File: src/rtl/pipelined_ctrl_unit.sv
// Registered decode/control stage of the RV32IM pipeline (IF/ID -> EX).
// Decodes the supported opcodes one cycle after acceptance and holds
// multi-cycle MUL/DIV operations in a small sequencer.
//
// Handshake: an instruction is taken on a rising edge when INSTR_VALID=1,
// the sequencer is IDLE, STALL_IN=0 and FLUSH=0. STALL_OUT tells IF/ID to
// hold its contents; while an MD operation is pending the IF/ID inputs are
// ignored, so upstream must keep the next instruction until STALL_OUT drops.
module pipelined_ctrl_unit #(
  parameter bit M_EXT      = 1'b1,
  parameter int MUL_CYCLES = 2,
  parameter int DIV_CYCLES = 8
) (
  input  logic       CLK,
  input  logic       RESET,
  input  logic       INSTR_VALID,
  input  logic [6:0] OP,
  input  logic [2:0] FUN3,
  input  logic [6:0] FUN7,
  input  logic       STALL_IN,
  input  logic       FLUSH,
  output logic [4:0] ALU_OP,
  output logic [2:0] MEM_READ,
  output logic [2:0] MEM_WRITE,
  output logic       REG_WRITE,
  output logic       MEM_TO_REG,
  output logic       BRANCH,
  output logic       ALU_SOURCE,
  output logic       CTRL_VALID,
  output logic       ILLEGAL,
  output logic       MD_BUSY,
  output logic       STALL_OUT,
  output logic       dbg_state
);

  typedef enum logic {IDLE = 1'b0, MD_WAIT = 1'b1} state_t;

  typedef struct packed {
    logic [4:0] alu_op;
    logic [2:0] mem_read;
    logic [2:0] mem_write;
    logic       reg_write;
    logic       mem_to_reg;
    logic       branch;
    logic       alu_source;
  } ctrl_t;

  // Counter preload is L-2 so that CTRL_VALID rises exactly L edges after accept.
  localparam logic [4:0] MUL_INIT = 5'((MUL_CYCLES > 1) ? MUL_CYCLES - 2 : 0);
  localparam logic [4:0] DIV_INIT = 5'((DIV_CYCLES > 1) ? DIV_CYCLES - 2 : 0);
  localparam bit         MUL_MC   = (MUL_CYCLES > 1);
  localparam bit         DIV_MC   = (DIV_CYCLES > 1);

  state_t     state;
  logic [4:0] cnt;
  ctrl_t      ctrl_q;

  ctrl_t      dec;
  logic       dec_ill;
  logic       dec_mc;
  logic [4:0] dec_init;

  // Combinational decode of the IF/ID fields.
  always_comb begin
    dec      = '0;
    dec_ill  = 1'b0;
    dec_mc   = 1'b0;
    dec_init = '0;
    case (OP)
      7'b0110011: begin
        if (FUN7 == 7'b0000000) begin
          dec.alu_op    = {2'b00, FUN3};
          dec.reg_write = 1'b1;
        end else if (FUN7 == 7'b0100000 && FUN3 == 3'b000) begin
          dec.alu_op    = 5'b10000;
          dec.reg_write = 1'b1;
        end else if (FUN7 == 7'b0100000 && FUN3 == 3'b101) begin
          dec.alu_op    = 5'b10101;
          dec.reg_write = 1'b1;
        end else if (FUN7 == 7'b0000001 && M_EXT) begin
          dec.alu_op    = {2'b11, FUN3};
          dec.reg_write = 1'b1;
          dec_mc        = FUN3[2] ? DIV_MC : MUL_MC;
          dec_init      = FUN3[2] ? DIV_INIT : MUL_INIT;
        end else begin
          dec_ill = 1'b1;
        end
      end
      7'b0010011: begin
        dec.alu_op     = {2'b00, FUN3};
        dec.alu_source = 1'b1;
        dec.reg_write  = 1'b1;
        if (FUN3 == 3'b001 && FUN7 != 7'b0000000) dec_ill = 1'b1;
        if (FUN3 == 3'b101) begin
          if (FUN7 == 7'b0100000)      dec.alu_op = 5'b10101;
          else if (FUN7 != 7'b0000000) dec_ill = 1'b1;
        end
      end
      7'b0000011: begin
        dec.alu_source = 1'b1;
        dec.reg_write  = 1'b1;
        dec.mem_to_reg = 1'b1;
        case (FUN3)
          3'b000:  dec.mem_read = 3'b001;
          3'b001:  dec.mem_read = 3'b010;
          3'b010:  dec.mem_read = 3'b011;
          3'b100:  dec.mem_read = 3'b100;
          3'b101:  dec.mem_read = 3'b101;
          default: dec_ill = 1'b1;
        endcase
      end
      7'b0100011: begin
        dec.alu_source = 1'b1;
        case (FUN3)
          3'b000:  dec.mem_write = 3'b001;
          3'b001:  dec.mem_write = 3'b010;
          3'b010:  dec.mem_write = 3'b011;
          default: dec_ill = 1'b1;
        endcase
      end
      7'b1100011: begin
        dec.branch = 1'b1;
        dec.alu_op = 5'b10000;
        if (FUN3 == 3'b010 || FUN3 == 3'b011) dec_ill = 1'b1;
      end
      default: dec_ill = 1'b1;
    endcase
  end

  // Control register and MD sequencer: FLUSH > STALL_IN > sequencer > accept.
  always_ff @(posedge CLK or negedge RESET) begin
    if (!RESET) begin
      state      <= IDLE;
      cnt        <= '0;
      ctrl_q     <= '0;
      CTRL_VALID <= 1'b0;
      ILLEGAL    <= 1'b0;
      MD_BUSY    <= 1'b0;
    end else if (FLUSH) begin
      state      <= IDLE;
      cnt        <= '0;
      ctrl_q     <= '0;
      CTRL_VALID <= 1'b0;
      ILLEGAL    <= 1'b0;
      MD_BUSY    <= 1'b0;
    end else if (!STALL_IN) begin
      if (state == MD_WAIT) begin
        if (cnt == 5'd0) begin
          CTRL_VALID <= 1'b1;
          MD_BUSY    <= 1'b0;
          state      <= IDLE;
        end else begin
          cnt <= cnt - 5'd1;
        end
      end else if (INSTR_VALID && !dec_ill) begin
        ctrl_q  <= dec;
        ILLEGAL <= 1'b0;
        if (dec_mc) begin
          CTRL_VALID <= 1'b0;
          MD_BUSY    <= 1'b1;
          cnt        <= dec_init;
          state      <= MD_WAIT;
        end else begin
          CTRL_VALID <= 1'b1;
          MD_BUSY    <= 1'b0;
        end
      end else begin
        ctrl_q     <= '0;
        CTRL_VALID <= 1'b0;
        MD_BUSY    <= 1'b0;
        ILLEGAL    <= INSTR_VALID & dec_ill;
      end
    end
  end

  assign ALU_OP     = ctrl_q.alu_op;
  assign MEM_READ   = ctrl_q.mem_read;
  assign MEM_WRITE  = ctrl_q.mem_write;
  assign REG_WRITE  = ctrl_q.reg_write;
  assign MEM_TO_REG = ctrl_q.mem_to_reg;
  assign BRANCH     = ctrl_q.branch;
  assign ALU_SOURCE = ctrl_q.alu_source;
  assign dbg_state  = state;
  // Held low in reset so every output is 0 while RESET is asserted.
  assign STALL_OUT  = RESET & (STALL_IN | MD_BUSY);

endmodule

File: config.mk
export PLATFORM = sky130hd
export DESIGN_NAME = pipelined_ctrl_unit
export DESIGN_NICKNAME = d
export VERILOG_FILES = /design/src/rtl/pipelined_ctrl_unit.sv
export SDC_FILE = /design/constraint.sdc
export NUM_CORES = 1
export LEC_CHECK = 0
export ABC_AREA = 0
export BUFFER_PORTS_ARGS = -buffer_cell sky130_fd_sc_hd__buf_2
export CORE_UTILIZATION = 30
export DETAILED_ROUTE_END_ITERATION = 16
export SYNTH_ARGS = -nofsm -noshare
export SYNTH_HDL_FRONTEND = slang
export SYNTH_SLANG_ARGS = --single-unit
File: constraint.sdc
create_clock -name CLK -period 2.35 [get_ports CLK]
set_clock_uncertainty 0.1 [all_clocks]
set_input_delay 0.235 -clock CLK [delete_from_list [all_inputs] [get_ports CLK]]
set_output_delay 0.235 -clock CLK [all_outputs]
set_load 0.02 [all_outputs]
==> key figures <==
Run status
  • Outcome: completed

Critical path
  • Worst path cell trace: inv_1 > ha_1 > nor4b_1 > nor3_1 > nor2_1 > and2_0 > o31a_1
  • CP max FO: 6
  • Critical path arrival: 2150 ps
  • Startpoint types: flop
  • Flop-to-flop setup slack: 260 ps
  • CP Data Required Time: 2410 ps
  • Slowest CP cell: nor3_1
  • CP peak stage delay: 410 ps
  • CP endpoint kind: flop
  • CP Class: reg2reg

STA
  • Max transition margin: 65.6%
  • Final hold vios: 0
  • Worst slew pin tran: 513 ps
  • Period utilization: 89.1%
  • RSZ-0062 raised after global routing: false
  • Max Transition Viols Final: 0
  • TNS Setup: 0 ps
  • # setup viols final: 0
  • Worst hold margin: 135 ps
  • Maximum clock frequency: 477 MHz
  • Final worst path period need: 2090 ps

Synthesis
  • Syn Nets: 190
  • Post-synth top area share: 38.7%
  • Ys Warns: 0
  • Post-synth EDFFs: 0
  • Synth area leaders: dfrtp_1 (39%), nand2_1 (5.8%), o21ai_0 (3.4%), nor2_1 (2.8%), nand2b_1 (2.5%)
  • Simple-gate portion of the synthesized area: 30.0%
  • Yosys top cell by area: dfrtp_1
  • Mux contribution to synthesized area: 0.758%
  • Largest family of logic cells by synthesized area: simple AND/OR/NAND/NOR gates
  • Post-Synth Adder-Cell Area: 1.68%
  • Avg Inst Size Synth: 8.95 sq um
  • Cell variety after synth: 55
  • Post-Syn Instances: 166
  • Complex-gate fraction of the synthesized area: 22.6%
  • Fraction of registers with async set/reset: 100%
  • Mapped Area: 1490 sq um
  • Post-synthesis xor/xnor area fraction: 2.36%
  • Seq/Total Area, Yosys: 38.7%
  • Synth Register Bits: 23
  • Top FF cell, synth: dfrtp_1

Detailed routing
  • 1st-iter DRT viols: 82
  • Vias per cell: 5.08
  • Detailed Routing Iterations Pass 1: 5
  • Routed WL: 3.67 mm
  • Via count: 1392
  • Wire per inst: 13.4 microns
  • Antenna-violating nets left: 0
  • DRC: 0

Clocking
  • Clock slew at reported path FFs: 80 ps
  • Clock Path Buffers: 2
  • Setup repair bufs after CTS: 0
  • CTS tree: yes
  • CTS Sinks: 23
  • Total CTS buffers: 3
  • Root Buffer Master: clkbuf_8
  • H-tree depth: 1
  • Clock Latency Late Sink: 260 ps

Floorplanning
  • Die area: 5240 sq um
  • Die X: 72.4 microns
  • Core area: 4750 sq um
  • Starting density of the core: 31.3%
  • Ports: 42
  • Row cnt: 25
  • Die span in y: 72.4 microns

Power
  • PwrDens: 451 nW/um^2
  • Peak VDD IR: 0.260 mV
  • Leakage Power: 0.000826 uW

Global route
  • Met2 Use GR: 24.9%
  • Largest net degree at the start of global routing: 24
  • First-pass GRT wire length: 6.20 mm
  • GR Util met1: 20.4%
  • Grt ovf: 0
  • GRT met3 Usage: 3.89%
  • Vias in the first global route: 1290
  • Top Usage Layer GRT: met2
  • Initial antenna violation count: 0
  • Total GRT Usage: 15.2%

Place
  • Port Buffers: 40
  • Hpwl dp: 2.78 mm
  • Routability cong.: 0.881

Finish
  • ANT cells: 0
  • Share of layout cells above drive strength 1: 29.0%
  • Nets@finish: 232
  • Layout area overhead: 22.5%
  • # fillers: 545

Run
  • Maxcap violations: 0

Min path
  • Hold WC Path Type: in2reg
[sequential cells by signal, indices dropped and copies added (netlist names), 2 cells and up]
signal / count
cnt: 5
MEM_READ: 3
ALU_OP: 5
MEM_WRITE: 2
[placed cells by master (no fill, tap or decap), types with 2 or more instances in the layout]
cell type and n:
nor2_1 11, o21ai_0 10, a21o_1 4, o31a_1 2, clkbuf_8 3, nand2b_1 6
a31oi_1 2, nand3b_1 2, or4_1 2, ha_1 2, xnor2_1 3, nand2_1 23
buf_4 4, buf_2 40, o21a_1 3, a211o_1 2, nand3_1 6, nand3_2 2
nand4_1 2, nor3_1 5, a21oi_1 2, inv_1 5, o21ai_1 6, dfrtp_1 23
nor4_1 2, nor2b_1 2, nor3b_1 3
[cell type report]
| class | instances | area [sq um] | area share (%) |
|---|---|---|---|
| clock buffers | 4 | 45.0 | 2.47 |
| inverters | 5 | 18.8 | 1.03 |
| multi-input cells | 130 | 857 | 47.1 |
| flip-flops and latches | 23 | 576 | 31.6 |
| well taps | 67 | 83.8 | 4.60 |
| repair buffers | 45 | 240 | 13.2 |
[routing by layer]
metal,vias up,routed length [microns]
met5,-,0
li1,685,-
met3,2,207
met4,0,17
met1,665,1720
met2,40,1730
[metrics by stage]
| stage | utilization [%] | setup WS (ps) | power, uW | area, sq um | instances |
|---|---|---|---|---|---|
| final | 38.3 | 255 | 821 | 1820 | 274 |
| after global placement | 37.1 | 197 | 572 | 1770 | 269 |
| after detailed placement | 37.1 | 195 | 573 | 1770 | 269 |
| after floorplan | - | 484 | 517 | 1490 | 166 |
| after CTS | 38.3 | 275 | 833 | 1820 | 274 |
| after global routing | 38.3 | 130 | 869 | 1820 | 274 |
[worst max-delay path: cells and delay by family (launching register included)]
kind	cells	cell delay, ps
compound gates	1	280
fa+ha+maj	1	200
buf+inv	1	80
flops	1	380
simple gates	4	950
[cells in the mapped netlist, drive strengths merged (4+ instances only)]
cell type / number
inv: 5
o21ai: 16
dfrtp: 23
clkbuf: 6
nand2: 23
nor3b: 4
nand3: 8
nand2b: 6
nor2: 11
nor3: 5
a21o: 4
[cells by family after synthesis]
logic type	Yosys count
buffers and inverters	13
AOI/OAI and AO/OA	44
DFF	23
and+or+nand+nor	78
muxes	1
xor gates and xnor gates	4
other	1
adders and majority gates	2
[power breakdown]
group / switching, uW / total [uW] / internal [uW]
registers: 7.05 / 410 / 403
logic: 93.9 / 156 / 61.7
clock network: 133 / 255 / 121
total: 234 / 821 / 586
[path summary, 6_finish.rpt]
check,from,depth (start not counted),end
setup / recovery,cnt[0]$_DFFE_PN0P_,7,cnt[1]$_DFFE_PN0P_
hold / removal,STALL_IN,2,dbg_state$_DFFE_PN0P_
hold reg to reg,ALU_SOURCE$_DFFE_PN0P_,2,ALU_SOURCE$_DFFE_PN0P_
setup reg to reg,cnt[0]$_DFFE_PN0P_,7,cnt[1]$_DFFE_PN0P_
min in group asynchronous,RESET,3,ILLEGAL$_DFFE_PN0P_
max in group asynchronous,RESET,3,ALU_SOURCE$_DFFE_PN0P_
[what timing repair did]
action	CTS	global route
gates resized for setup	0	0
hold buffers	1	0
endpoints found under the hold margin	23	0
(Power assumes the default switching activity.)
